[src/rtl/hilo_unit_pkg.sv]
// Shared definitions for the HI/LO unit: default data width, divider FSM
// state encoding and the iteration-counter width.
package hilo_unit_pkg;

  localparam int unsigned HiloLength = 32;
  localparam int unsigned HiloCntW   = $clog2(HiloLength);

  typedef enum logic [1:0] {
    StIdle = 2'd0,
    StDiv  = 2'd1,
    StFix  = 2'd2
  } hilo_state_e;

endpackage

[src/rtl/hilo_unit_div_iter.sv]
// One restoring-division step, purely combinational.
//   rem      : current partial remainder (always < divisor)
//   quo      : quotient register; its MSB is the next dividend bit shifted in
//   divisor  : divisor magnitude
//   rem_next : partial remainder after the step
//   quo_next : quotient register after the step (new quotient bit in LSB)
module hilo_unit_div_iter #(
  parameter int unsigned LENGTH = 32
) (
  input  logic [LENGTH-1:0] rem,
  input  logic [LENGTH-1:0] quo,
  input  logic [LENGTH-1:0] divisor,
  output logic [LENGTH-1:0] rem_next,
  output logic [LENGTH-1:0] quo_next
);

  // The shifted remainder needs one extra bit: 2*rem+1 can exceed LENGTH bits.
  logic [LENGTH:0]   shifted;
  logic              fits;
  logic [LENGTH-1:0] diff;

  always_comb begin
    shifted = {rem, quo[LENGTH-1]};
    fits    = shifted >= {1'b0, divisor};
    // When it fits the true difference is < divisor, so the low bits are exact.
    diff    = shifted[LENGTH-1:0] - divisor;
    rem_next = fits ? diff : shifted[LENGTH-1:0];
    quo_next = {quo[LENGTH-2:0], fits};
  end

endmodule

[src/rtl/hilo_unit.sv]
// HI/LO register pair with an iterative radix-2 restoring divider (DIV/DIVU).
//   clk, rst          : clock, synchronous active-high reset
//   we, wdata_hi/lo   : direct write of both HI and LO (wins over a divider write)
//   div_start         : start a division (accepted only when idle)
//   div_signed        : 1 = signed DIV, 0 = DIVU
//   dividend, divisor : operands, captured with div_start
//   div_cancel        : abort an in-flight division / suppress a same-edge start
//   hi, lo            : registered HI/LO
//   busy              : division in flight (pipeline stall)
//   div_done          : one-cycle pulse after HI/LO take a division result
module hilo_unit
  import hilo_unit_pkg::*;
#(
  parameter int unsigned LENGTH = HiloLength
) (
  input  logic              clk,
  input  logic              rst,
  input  logic              we,
  input  logic [LENGTH-1:0] wdata_hi,
  input  logic [LENGTH-1:0] wdata_lo,
  input  logic              div_start,
  input  logic              div_signed,
  input  logic [LENGTH-1:0] dividend,
  input  logic [LENGTH-1:0] divisor,
  input  logic              div_cancel,
  output logic [LENGTH-1:0] hi,
  output logic [LENGTH-1:0] lo,
  output logic              busy,
  output logic              div_done
);

  localparam int unsigned CntW = $clog2(LENGTH);

  hilo_state_e       state_q;
  logic [CntW-1:0]   count_q;
  logic [LENGTH-1:0] rem_q, quo_q, dvsr_q;
  logic [LENGTH-1:0] hi_q, lo_q;
  logic              neg_quo_q, neg_rem_q;
  logic              done_q;

  logic [LENGTH-1:0] rem_step, quo_step;
  logic [LENGTH-1:0] quo_fix, rem_fix;
  logic              dd_neg, dv_neg;
  logic [LENGTH-1:0] dd_mag, dv_mag;

  hilo_unit_div_iter #(
    .LENGTH (LENGTH)
  ) u_div_iter (
    .rem      (rem_q),
    .quo      (quo_q),
    .divisor  (dvsr_q),
    .rem_next (rem_step),
    .quo_next (quo_step)
  );

  always_comb begin
    dd_neg  = div_signed & dividend[LENGTH-1];
    dv_neg  = div_signed & divisor[LENGTH-1];
    dd_mag  = dd_neg ? -dividend : dividend;
    dv_mag  = dv_neg ? -divisor : divisor;
    quo_fix = neg_quo_q ? -quo_q : quo_q;
    rem_fix = neg_rem_q ? -rem_q : rem_q;
  end

  always_ff @(posedge clk) begin
    if (rst) begin
      state_q   <= StIdle;
      count_q   <= '0;
      rem_q     <= '0;
      quo_q     <= '0;
      dvsr_q    <= '0;
      neg_quo_q <= 1'b0;
      neg_rem_q <= 1'b0;
      hi_q      <= '0;
      lo_q      <= '0;
      done_q    <= 1'b0;
    end else begin
      done_q <= 1'b0;
      unique case (state_q)
        StIdle: begin
          if (div_start && !div_cancel) begin
            count_q <= '0;
            if (divisor == '0) begin
              // Divide by zero: result is preloaded and the sign fix-up is
              // disabled so FIX writes LO=all-ones, HI=raw dividend.
              rem_q     <= dividend;
              quo_q     <= '1;
              dvsr_q    <= '0;
              neg_quo_q <= 1'b0;
              neg_rem_q <= 1'b0;
              state_q   <= StFix;
            end else begin
              rem_q     <= '0;
              quo_q     <= dd_mag;
              dvsr_q    <= dv_mag;
              neg_quo_q <= dd_neg ^ dv_neg;
              neg_rem_q <= dd_neg;
              state_q   <= StDiv;
            end
          end
        end
        StDiv: begin
          if (div_cancel) begin
            state_q <= StIdle;
          end else begin
            rem_q   <= rem_step;
            quo_q   <= quo_step;
            count_q <= count_q + CntW'(1);
            if (count_q == CntW'(LENGTH - 1)) begin
              state_q <= StFix;
            end
          end
        end
        StFix: begin
          state_q <= StIdle;
          if (!div_cancel) begin
            hi_q   <= rem_fix;
            lo_q   <= quo_fix;
            done_q <= 1'b1;
          end
        end
        default: state_q <= StIdle;
      endcase
      // Direct write overrides a same-edge divider result.
      if (we) begin
        hi_q <= wdata_hi;
        lo_q <= wdata_lo;
      end
    end
  end

  assign hi       = hi_q;
  assign lo       = lo_q;
  assign busy     = (state_q != StIdle);
  assign div_done = done_q;

endmodule

[config.mk]
export PLATFORM = sky130hd
export DESIGN_NAME = hilo_unit
export DESIGN_NICKNAME = d
export VERILOG_FILES = /design/src/rtl/hilo_unit_pkg.sv /design/src/rtl/hilo_unit_div_iter.sv /design/src/rtl/hilo_unit.sv
export SDC_FILE = /design/constraint.sdc
export NUM_CORES = 1
export LEC_CHECK = 0
export CAP_MARGIN = 20
export CORE_UTILIZATION = 40
export DETAILED_ROUTE_END_ITERATION = 8
export GPL_ROUTABILITY_DRIVEN = 0
export GPL_TIMING_DRIVEN = 0
export SYNTH_ARGS = -nofsm -noshare
export SYNTH_HDL_FRONTEND = slang
export SYNTH_SLANG_ARGS = --single-unit
[constraint.sdc]
create_clock -name clk -period 7 [get_ports clk]
set_input_delay 1.05 -clock clk [delete_from_list [all_inputs] [get_ports clk]]
set_output_delay 1.05 -clock clk [all_outputs]
set_load 0.02 [all_outputs]
==> metrics <==
outcome=completed; DRC=0; RSZ-0062 raised after global routing=no; IO Port Bufs=slightly below 200; TritonCTS buffer count=17; slowest cell on the critical path=nor4b_1; Die Height=around 170 µm; WL final=~44 mm; top-level port count=200; met2 wire len=between 15 and 20 mm; nets@finish=1986; layout cell share with drive strength beyond 1=between 4 and 5%; vias in the first global route=roughly 12000; syn nets=approximately 1800; Critical R2R Capture=rem_q[26]$_SDFFE_PP0P_; GRT Util Overall=28.5%; setup bufs post-CTS=0; FP Rows=a little over 60; leakage=roughly 5.3 nW; Setup WS post-layout=about 2400 ps; hold buffers post-CTS=0; Reg2Reg Setup Slack=2520 ps; Post-synth EDFFs=0; final antenna diode count=0; CP required=7340 ps; antenna-violating nets left=0; R2R depth=12; HP Start=dvsr_q[8]$_SDFFE_PP0P_; WS Path Type=in2reg; crit-path max FO=10; met3 wire len=3.56 mm; hold worst-path end=dvsr_q[8]$_SDFFE_PP0P_; Most used DFF post-synth=dfxtp_1; Setup TNS Final=0 ps; PD cells=around 210 nW/µm²; top cell type's share of synthesized area=28.8%; Fmax=between 0.2 and 0.25 GHz; syn avg cell area=around 7.4 µm²; largest net degree at the start of global routing=19; detailed-router iteration count before antenna repair=6; Tmin final=approximately 4600 ps; Final HPWL DP=roughly 35 mm; count of unique library cells instantiated by Yosys=64; CTS resizes=0; Peak VDD IR=around 0.13 mV; area of the multi-input gates=between 7000 and 8000 µm²; fillcell total=roughly 2900; CORE AREA=approximately 29000 µm²; Worst Path Arrival=approximately 4900 ps; number of cells on the worst hold path=2; final setup fails=0; routed via count=12783; root buffer cell=clkbuf_16; Synth Instances=around 1600; Post-synth top cells=nor2_1, a21oi_1, dfxtp_1, nand2_1, o21ai_0; flops & latches, synth=170; Starting DRT DRC Count=approximately 1200; max_slew headroom=roughly a third; worst min-delay path category=reg2reg; Syn-to-layout area delta=25.8%; Die ar.=30200 µm²; drt wl/cell=just under 20 µm; Tightest Pin Transition=around 1000 ps; clk_lat worst skew=approximately 450 ps; CP peak stage delay=between 800 and 900 ps; grt ovf=0; r2r startpoint=rem_q[25]$_SDFFE_PP0P_; Final period util=65.1%; largest area contributor in the netlist=dfxtp_1; Reg area=between 3000 and 4000 µm²; clock sinks=170; CTS tree=built; CP Launch Type=input port; maxcap violations=0; initial antenna violation count=0; final hold vios=0; Synth warnings=0; Cell Area, Placed=between 10000 and 15000 µm²; Post-Route M1 WL=about 20 mm; Max H-tree Level=4; Post-Synthesis Cell Area=11800 µm²; Die X=174 µm; Seq/Total Area, Yosys=between 20% and 30%; CP endpoint kind=flop; Setup Skew=roughly 16 ps; CTS clk-pin slew, worst paths=around 80 ps; CTS max path bufs=2; synth top area cells=dfxtp_1, a21oi_1, nor2_1; ys async rst share=0%; Cell Chain, Critical Path=clkdlybuf4s50_1 -> or3_1 -> or3_4 -> nor4b_1 -> nor2b_1 -> and2b_1 -> and2_1 -> buf_2 -> a21oi_1 -> a221oi_1; Max Slew Vio Count=0; first-pass GRT wire length=67.6 mm; Initial Util=about two fifths; dpl ws=around 2000 ps; Finished Cell Area=14900 µm²; Max Used Layer=met4; Avg Vias per Cell=5.78; most frequent cell after synthesis=nor2_1
## per-stage QoR
step	total power, mW	hold slack [ps]	instances	util (%)
2_1_floorplan	1.75	425	1598	-
5_1_grt	3.28	479	2210	51.5
3_3_place_gp	2.11	437	2178	49.4
4_1_cts	3.12	462	2210	51.5
3_5_place_dp	2.12	443	2178	49.4
6_report	3.13	458	2210	51.5
## layout by cell type (no fill, tap or decap), types with 5 or more instances in the layout
cell and instances:
a21boi_0 5, inv_1 57, buf_2 10, and2_1 11, nor2b_1 9, a22oi_1 9, clkbuf_16 17, ha_1 38
a31oi_1 16, a221oi_1 7, o211ai_1 7, o31ai_1 25, mux2_2 12, a21o_1 12, nor4_1 16, a21oi_1 189
o21a_1 11, dfxtp_1 170, nor3_1 32, a211oi_1 73, mux2i_1 11, nand4_1 6, o41ai_1 15, o221ai_1 32
clkbuf_1 93, o21ai_0 94, xor2_1 84, nand2b_1 10, nor2_1 210, and3_1 12, or4_1 15, clkdlybuf4s50_1 196
xnor2_1 52, nand2_1 145, or2_2 7, or3_1 19, nor3b_1 7, nand3_1 21
## cell families after synthesis
family                   synth area share [%]
AO/OA/AOI/OAI                            28.0
XOR/XNOR                                 10.1
adder cells (fa/ha/maj)                  4.19
buffers and inverters                    5.49
flip-flops                               28.8
multiplexers                             2.08
AND/OR/NAND/NOR                          21.3
## report_power, final
group | internal, mW | leakage, nW | switching [mW] | total (mW)
Clock | 0.523 | 0.299 | 0.484 | 1.01
Combinational | 0.427 | 3.63 | 0.597 | 1.02
Sequential | 1.02 | 1.40 | 0.0767 | 1.10
Total | 1.97 | 5.32 | 1.16 | 3.13
## critical path, delay by kind of cell
| family | cells | cell delay, ps |
|---|---|---|
| buffers and inverters | 2 | 730 |
| AOI/OAI and AO/OA | 2 | 460 |
| and+or+nand+nor | 6 | 2630 |
## worst max path at each step
stage               startpoint                     end  slack [ps]  depth (start not counted)
finish              divisor[3]  rem_q[26]$_SDFFE_PP0P_        2450                         10
global route        divisor[3]  rem_q[26]$_SDFFE_PP0P_        2310                         10
CTS                 divisor[3]  rem_q[26]$_SDFFE_PP0P_        2440                         10
detailed placement  divisor[3]  rem_q[26]$_SDFFE_PP0P_        2010                         10
global placement    divisor[3]  rem_q[26]$_SDFFE_PP0P_        2010                         10
floorplan           divisor[3]  rem_q[23]$_SDFFE_PP0P_        3360                         10
## layout make-up
class | instances | share of cell area [%]
multi-input cells | 1261 | 52.2
well taps | 384 | 3.23
repair buffers | 196 | 13.2
flip-flops and latches | 170 | 22.9
clock buffers | 18 | 2.96
inverters | 57 | 1.44
clock inverters | 14 | 1.14
plain buffers | 110 | 2.92
## registers in the layout, summed over array words and instances (netlist names)
name and count:
quo_q 32, state_q 2, div_done 1, neg_rem_q 1, hi 32, dvsr_q 32
count_q 5, neg_quo_q 1, lo 32, rem_q 32
## metal layers
layer	GRT usage, %	up-vias
met2	44.8	610
li1	-	6193
met5	0	-
met1	39.6	5901
met4	9.06	0
met3	4.65	79
Note: power is estimated with default switching activity, not from simulation.
